$ cat src/rtl/riscv_dmem_responder.sv
// Data-memory responder for a RISC-V core data port: a fixed number of wait states,
// then a one-cycle completion with a little-endian lane merge on stores and load extension.
module riscv_dmem_responder #(
   parameter int AW       = 5,
   parameter int WAIT_CYC = 2
) (
   input  logic        clk_i,
   input  logic        rst_i,
   input  logic [31:0] Addr_i,
   input  logic        Rd_en_i,
   input  logic        Wr_en_i,
   input  logic [2:0]  Size_i,
   input  logic [31:0] Wr_data_i,
   output logic [31:0] Read_data_o,
   output logic        Ready_o,
   output logic        Err_o,
   output logic        Busy_o
);

   typedef enum logic [1:0] {
      ST_IDLE = 2'd0,
      ST_WAIT = 2'd1,
      ST_RESP = 2'd2
   } state_t;

   localparam logic [3:0] LP_WAIT = 4'(WAIT_CYC);

   localparam logic [2:0] SZ_B  = 3'b000;
   localparam logic [2:0] SZ_H  = 3'b001;
   localparam logic [2:0] SZ_W  = 3'b010;
   localparam logic [2:0] SZ_BU = 3'b100;
   localparam logic [2:0] SZ_HU = 3'b101;

   state_t          r_state;
   logic [3:0]      r_cnt;
   logic [AW-1:0]   r_idx;
   logic [1:0]      r_lane;
   logic [2:0]      r_size;
   logic [31:0]     r_wdata;
   logic            r_is_wr;
   logic            r_err;
   logic            r_ready;
   logic            r_err_o;
   logic            r_busy;
   logic [31:0]     r_rdata;
   logic [31:0]     r_mem [0:(2**AW)-1];

   logic            w_accept;
   logic            w_req_err;
   logic            w_do_write;
   logic [31:0]     w_word;
   logic [31:0]     w_load;
   logic [31:0]     w_merged;
   logic            w_unused_addr;

   function automatic logic f_req_err(input logic [1:0] lane, input logic [2:0] size,
                                      input logic rd, input logic wr);
      logic bad;
      case (size)
         SZ_B:    bad = 1'b0;
         SZ_BU:   bad = wr;
         SZ_H:    bad = lane[0];
         SZ_HU:   bad = lane[0] | wr;
         SZ_W:    bad = (lane != 2'b00);
         default: bad = 1'b1;
      endcase
      return bad | (rd & wr);
   endfunction

   function automatic logic [31:0] f_load(input logic [31:0] word, input logic [1:0] lane,
                                          input logic [2:0] size);
      logic [7:0]  b;
      logic [15:0] h;
      logic [31:0] res;
      b = word[{lane, 3'b000} +: 8];
      h = lane[1] ? word[31:16] : word[15:0];
      case (size)
         SZ_B:    res = {{24{b[7]}}, b};
         SZ_H:    res = {{16{h[15]}}, h};
         SZ_W:    res = word;
         SZ_BU:   res = {24'd0, b};
         SZ_HU:   res = {16'd0, h};
         default: res = 32'd0;
      endcase
      return res;
   endfunction

   function automatic logic [31:0] f_merge(input logic [31:0] word, input logic [31:0] data,
                                           input logic [1:0] lane, input logic [2:0] size);
      logic [31:0] res;
      res = word;
      case (size)
         SZ_B: res[{lane, 3'b000} +: 8] = data[7:0];
         SZ_H: begin
            if (lane[1]) begin
               res[31:16] = data[15:0];
            end else begin
               res[15:0] = data[15:0];
            end
         end
         SZ_W:    res = data;
         default: res = word;
      endcase
      return res;
   endfunction

   // Address bits above the memory window are deliberately ignored (addresses wrap).
   assign w_unused_addr = ^Addr_i[31:AW+2];

   assign w_accept   = (r_state == ST_IDLE) & (Rd_en_i | Wr_en_i);
   assign w_req_err  = f_req_err(Addr_i[1:0], Size_i, Rd_en_i, Wr_en_i);
   assign w_word     = r_mem[r_idx];
   assign w_load     = f_load(w_word, r_lane, r_size);
   assign w_merged   = f_merge(w_word, r_wdata, r_lane, r_size);
   assign w_do_write = (r_state == ST_RESP) & r_is_wr & ~r_err & ~rst_i;

   // Storage array: no reset, written only in RESP for a legal store.
   always_ff @(posedge clk_i) begin
      if (w_do_write) begin
         r_mem[r_idx] <= w_merged;
      end
   end

   // Request FSM with registered completion outputs.
   always_ff @(posedge clk_i) begin
      if (rst_i) begin
         r_state <= ST_IDLE;
         r_cnt   <= 4'd0;
         r_idx   <= '0;
         r_lane  <= 2'd0;
         r_size  <= 3'd0;
         r_wdata <= 32'd0;
         r_is_wr <= 1'b0;
         r_err   <= 1'b0;
         r_ready <= 1'b0;
         r_err_o <= 1'b0;
         r_busy  <= 1'b0;
         r_rdata <= 32'd0;
      end else begin
         r_ready <= 1'b0;
         r_err_o <= 1'b0;
         case (r_state)
            ST_IDLE: begin
               if (w_accept) begin
                  r_idx   <= Addr_i[AW+1:2];
                  r_lane  <= Addr_i[1:0];
                  r_size  <= Size_i;
                  r_wdata <= Wr_data_i;
                  r_is_wr <= Wr_en_i;
                  r_err   <= w_req_err;
                  r_busy  <= 1'b1;
                  if (LP_WAIT != 4'd0) begin
                     r_state <= ST_WAIT;
                     r_cnt   <= LP_WAIT;
                  end else begin
                     r_state <= ST_RESP;
                  end
               end
            end
            ST_WAIT: begin
               r_cnt <= r_cnt - 4'd1;
               if (r_cnt <= 4'd1) begin
                  r_state <= ST_RESP;
               end
            end
            ST_RESP: begin
               r_ready <= 1'b1;
               r_err_o <= r_err;
               r_rdata <= (r_err | r_is_wr) ? 32'd0 : w_load;
               r_busy  <= 1'b0;
               r_state <= ST_IDLE;
            end
            default: begin
               r_busy  <= 1'b0;
               r_state <= ST_IDLE;
            end
         endcase
      end
   end

   assign Read_data_o = r_rdata;
   assign Ready_o     = r_ready;
   assign Err_o       = r_err_o;
   assign Busy_o      = r_busy;

endmodule

$ cat config.mk
export PLATFORM = sky130hd
export DESIGN_NAME = riscv_dmem_responder
export DESIGN_NICKNAME = d
export VERILOG_FILES = /design/src/rtl/riscv_dmem_responder.sv
export SDC_FILE = /design/constraint.sdc
export NUM_CORES = 1
export LEC_CHECK = 0
export BUFFER_PORTS_ARGS = -buffer_cell sky130_fd_sc_hd__buf_2
export CORE_AREA = 5 5 243 340
export DETAILED_ROUTE_END_ITERATION = 10
export DIE_AREA = 0 0 248 345
export PLACE_DENSITY = 0.78
export RECOVER_POWER = 25
export SLEW_MARGIN = 20
export SYNTH_ARGS = -nofsm -noshare
export SYNTH_HDL_FRONTEND = slang
export SYNTH_SLANG_ARGS = --single-unit
$ cat constraint.sdc
create_clock -name clk_i -period 3.9 [get_ports clk_i]
set_input_delay 0.78 -clock clk_i [delete_from_list [all_inputs] [get_ports clk_i]]
set_output_delay 0.78 -clock clk_i [all_outputs]
set_load 0.02 [all_outputs]
======== Yosys cells after proc, flatten, opt, wreduce, memory -nomap -nowiden ========
Memories as Yosys holds them, arrays and structs flattened. A register that Yosys moved wholly into a read port is not among the register bits.
Index checks and enable logic that the tools add are counted.
storage, ports and cells
  flip-flop bits (word level) ............. 85
  latch bits .............................. 0
  memory bits (writable) .................. 1024
  memory bits (read-only) ................. 0
  input bits .............................. 71
  output and inout port bits .............. 35
  word-level logic and storage cells ...... 74
  memories ................................ 1
operators by class
  add/sub/neg operators ................... 2
  multiply operators ...................... 0
  div/mod/pow operators ................... 0
  magnitude comparators ................... 1
  eq/ne operators ......................... 12
  shift-type cells ........................ 3
  multiplexer cells ....................... 20
  bitwise gates (word level) .............. 13
  reductions and logical operators ........ 10
memory list
  memory  depth  bits a word  rd ports  clocked after Yosys merged registers in  wr ports  RTL line  RTL
  r_mem   32     32           1         1                                        1         46        logic [31:0] r_mem [0:(2**AW)-1];
operator list
  operator                  number
  $pmux W32 S5              1
  $pmux W32 S3              1
  $mux W16                  3
  $bwmux W32                1
  $mux W32                  1
  $shift A8 B7 Y32 const A  1
  $shiftx A32 B6 Y8         1
  $shiftx A8 B7 Y32         1
  $eq A3 B3 Y1 const B      4
  $mux W5                   2
  $pmux W4 S2               1
  $reduce_and A2 Y1         4
  $neg A5 Y7                1
  $eq A3 B1 Y1 const B      2
  $eq A3 B2 Y1 const B      2
  $logic_not A3 Y1          2
  $and A1 B1 Y1             5
  $pmux W1 S5               1
  $le A4 B1 Y1 const B      1
  $mux W1                   4
  $mux W2                   2
  $mux W4                   1
  $ne A2 B2 Y1 const B      2
  $not A1 Y1                4
  other kinds (9)           13

======== Longest topological paths before layout ========
  word-level depth ........................ 6
  depth in mapped cells ................... 12

======== Worst setup path before layout ========
OpenSTA, ideal clock, no wires.
  path type ............................... register to register
  start ................................... register (tool-made name)
  end ..................................... memory r_mem[0][0] (data pin)
  arrival time ............................ 3399 ps
  required time ........................... 3446 ps
  slack ................................... 47 ps
  cell stages (with the launch flop) ...... 11
  buffers on the path ..................... 5
  period minus slack after synthesis ...... 3853 ps
  path through ............................ dfxtp_1 > buf_6 > buf_6 > buf_2 > buf_1 > buf_1 > mux4_2 > o22ai_1 > nor3_1 > nand2_1 > o21ai_0
RTL lines
  item              RTL line
  end: declaration  46

==> impl_metrics.toml <==
[clocking]
clock-sinks = 1114
post_cts_sizing_count = 0
cts_htree_levels = 3
tritoncts = "done"
cts.root.buffer_cell = "sky130_fd_sc_hd__clkbuf_16"
clockBufferDepth = 3
postCtsHoldBufs = 0
clkSlewWorstSetupHoldPaths_ps = 70
cts_inserted_buffers = 94
postCtsSetupBuffers = 0
clk-insertion-delay-late_ps = 690

[run_status]
violations = "capacitance limit, slew limit"
status = "finished with violations"

[worst_setup_path]
critPathSlowestCell = "sky130_fd_sc_hd__dfxtp_2"
crit_path_frequent_cell = "sky130_fd_sc_hd__buf_4"
worstSetupStartpointType = "flip-flop"
worst-endpoint-required_ps = 4340
critical_path.endpoint_type = "flip-flop"
cp_slowest_stage_delay_ps = 630
timing.critical_path.fanout_max = 37
path_class = "reg -> reg"
cp_data_arrival_time_ps = 4140
worstPathCellList = "or3b_2 > buf_4 > o22ai_1 > nor3_1 > nand2_1 > o21ai_0 > o31a_1 > buf_4"

[pwr]
pwr-share-seq_pct = 51.2
power.leakage_uw = 0.0158
power.density_mw_per_mm2 = 564
total_switching_power_uw = 7220
clock_power_share_pct = 33.8
ir_worst_vdd_mv = 0.386
comb_power_share_pct = 15.0
p_int_uw = 20900
report.power.total_uw = 28100
power_switching_share_pct = 25.7

[yosys]
share_of_synthesized_cell_area_in_and_or_nand_and_nor_gates_pct = 4.42
synth_fp_nets = 2455
postSynthAreaPerCell_um2 = 18.5
synthCells = 2377
synth.yosys.seq_area_share_pct = 74.1
post_synth_xor_area_fraction_pct = 0
yosys_most_used_dff = "sky130_fd_sc_hd__edfxtp_1"
synth.ff_latch_count = 1114
synth_compound_gate_area_share_pct = 5.38
netlist_cell_types = 65
synth_mux_area_share_pct = 14.2
ys_async_sr_fraction_pct = 0
largest_family_of_logic_cells_by_synthesized_area = "multiplexers"
synthAdderAreaFrac_pct = 0.199
warning_count_from_the_yosys_run = 0
synth_enable_flop_cells = 1024
synth.cell_area_mm2 = 0.0439

[timing]
layout_worst_path_cycle_share_pct = 94.9
worst_slack_ps = 199
clock.fmax_mhz = 270
worst_slew_margin_rel_pct = -39.8
finalHoldViolCount = 0
fin_setup_tns_ps = 0
fin_crit_ps = 3700
setup_viol = 0
grt_setup_unrepaired = "false"
finClkSkew_ps = 35.7
timing_worst_slew_pin_value_ps = 2100
final_max_slew_viol_count = 267

[routing]
routed-via-count = 25700
viasPerCell = 6.92
ant_nets_after_route = 0
finalWirelength_mm = 124
post_detailed_route_wirelength_per_cell_um = 33.5
number_of_search_and_repair_iterations_in_the_first_detailed_routing_pass = 6
route.detailed.drc = 0
drtIter0Drc = 3255

[global_routing]
number_of_antenna_violations_at_the_first_check_in_global_routing = 3
grt_max_degree = 76
first_global_vias = 26200
gr-usage-all-layers_pct = 29.1
grt_remaining_overflow = 0
grt_pass1_wl_mm = 180

[placed_design]
port-buffer-count = 80
dp.cells = 3542
preCtsSetupSlack_ps = 300
globalplace.congestion = 1.01
dp_hpwl_mm = 71.5

[die]
die-height_um = 345
ioPinCount = 106
std_cell_rows = 123
die-area_mm2 = 0.0856
initial_core_utilization_pct = 55.2
placeableCoreArea_mm2 = 0.0796
floorplan.die.width_um = 248

[worst_hold_path]
hold_path_class = "in -> reg"

[job]
max-cap-violations = 11

[cells_and_area]
final_cells = 3715
fillCellCount = 5196
area_growth_pct = 13.6
layout.area.seq_mm2 = 0.0326
layout_cell_share_with_drive_strength_beyond_1_pct = 24.1
multiInputGateArea_mm2 = 0.0109
num-nets-final = 2654
==> worst max-delay path, delay by kind of cell, from the launching register on <==
kind	cells	cell delay [ps]
simple gates	3	1340
buf+inv	2	790
compound gates	3	640
flops	1	630
==> path summary, 6_finish.rpt <==
kind                                start                      endpoint  slack (ps)  cells after the start
max reg2reg                     flip-flop       r_mem[22][30]$_DFFE_PP_         200                      8
min                                 rst_i            Ready_o$_SDFF_PP0_         320                      2
min reg2reg  Read_data_o[28]$_SDFFE_PP0P_  Read_data_o[28]$_SDFFE_PP0P_         460                      2
max                             flip-flop       r_mem[22][30]$_DFFE_PP_         200                      8
==> metrics by stage <==
stage,util [%],area (um^2),hold WS (ps)
finish,62.7,49900,316
global route,62.7,49900,333
CTS,63.1,50200,289
detailed placement,59.2,47100,449
global placement,59.2,47100,453
floorplan,-,43900,433
==> cells in the mapped netlist (13+ instances only) <==
master,n,area [um^2]
sky130_fd_sc_hd__edfxtp_1,1024,30700
sky130_fd_sc_hd__mux4_2,249,5610
sky130_fd_sc_hd__nand2_1,221,830
sky130_fd_sc_hd__a21oi_1,110,551
sky130_fd_sc_hd__dfxtp_1,90,1800
sky130_fd_sc_hd__o22ai_1,84,526
sky130_fd_sc_hd__clkbuf_1,77,289
sky130_fd_sc_hd__nor2_1,77,289
sky130_fd_sc_hd__o21ai_0,59,295
sky130_fd_sc_hd__nand3_1,41,205
sky130_fd_sc_hd__buf_2,35,175
sky130_fd_sc_hd__nor3_1,28,140
sky130_fd_sc_hd__buf_1,21,78.8
sky130_fd_sc_hd__mux2i_1,19,190
sky130_fd_sc_hd__o31a_1,16,140
sky130_fd_sc_hd__mux4_1,14,368
sky130_fd_sc_hd__nor2b_1,13,81.3
==> flip-flops by register name (all words and copies together) (netlist names), 2 cells and up, named ones only <==
name,count
r_wdata,32
r_size,3
r_state,2
r_idx,5
r_cnt,4
Read_data_o,32
r_mem,1024
r_lane,2
==> metal layers <==
layer	share of wire, %	track usage [%]	up-vias	wire length (um)
met4	6.7	15.6	2	8330
li1	-	-	10100	-
met3	10	5.07	500	12600
met5	0.014	0	-	17
met2	51	49.1	2019	62900
met1	33	36.1	13100	40600
==> power by group through the flow <==
| stage | Combinational, uW | Clock (uW) | Sequential, uW |
|---|---|---|---|
| 3_5_place_dp | 4090 | 0 | 14600 |
| 6_report | 4210 | 9520 | 14400 |
| 2_1_floorplan | 2380 | 0 | 14600 |
| 4_1_cts | 4150 | 9620 | 14400 |
| 3_3_place_gp | 3890 | 0 | 14600 |
| 5_1_grt | 4470 | 10200 | 14400 |
==> area by class of cell <==
cell class                      count  area share (%)
Antenna cell                        1         0.00502
Multi-Input combinational cell   1106            21.8
Clock buffer                      118            5.15
Inverter                           10          0.0752
Clock inverter                     54            1.11
Tap cell                         1062            2.66
Sequential cell                  1114            65.3
Timing Repair Buffer              250            3.95
==> kinds of logic after synthesis <==
| family | Yosys count |
|---|---|
| flip-flops | 1114 |
| AND/OR/NAND/NOR | 436 |
| AO/OA/AOI/OAI | 374 |
| multiplexers | 289 |
| buffers and inverters | 157 |
| adder cells (fa/ha/maj) | 7 |
==> cell usage in the layout, fill, tap and decap left out, types with 7 or more instances in the layout <==
cell / Yosys / routed
sky130_fd_sc_hd__edfxtp_1: 1024 / 1024
sky130_fd_sc_hd__mux4_2: 249 / 249
sky130_fd_sc_hd__nand2_1: 221 / 221
sky130_fd_sc_hd__a21oi_1: 110 / 110
sky130_fd_sc_hd__buf_4: 4 / 105
sky130_fd_sc_hd__clkbuf_16: 0 / 99
sky130_fd_sc_hd__dfxtp_1: 90 / 87
sky130_fd_sc_hd__o22ai_1: 84 / 81
sky130_fd_sc_hd__clkbuf_1: 77 / 74
sky130_fd_sc_hd__nor2_1: 77 / 55
sky130_fd_sc_hd__o21ai_0: 59 / 54
sky130_fd_sc_hd__buf_2: 35 / 45
sky130_fd_sc_hd__nand3_1: 41 / 41
sky130_fd_sc_hd__buf_12: 1 / 35
sky130_fd_sc_hd__nor3_1: 28 / 28
sky130_fd_sc_hd__nor2_4: 0 / 21
sky130_fd_sc_hd__mux2i_1: 19 / 19
sky130_fd_sc_hd__clkinv_1: 0 / 17
sky130_fd_sc_hd__o31a_1: 16 / 16
sky130_fd_sc_hd__clkinv_2: 0 / 16
sky130_fd_sc_hd__mux4_1: 14 / 14
sky130_fd_sc_hd__nor2b_1: 13 / 12
sky130_fd_sc_hd__a22oi_1: 12 / 12
sky130_fd_sc_hd__o221ai_1: 12 / 12
sky130_fd_sc_hd__a22o_1: 12 / 12
sky130_fd_sc_hd__o21ai_1: 7 / 10
sky130_fd_sc_hd__and3_1: 9 / 9
sky130_fd_sc_hd__bufinv_16: 0 / 8
sky130_fd_sc_hd__clkbuf_2: 0 / 8
sky130_fd_sc_hd__or2_2: 7 / 7
sky130_fd_sc_hd__mux2_2: 7 / 7
sky130_fd_sc_hd__a221oi_1: 7 / 7
sky130_fd_sc_hd__ha_1: 7 / 7
Power figures use the tool's default switching activity.
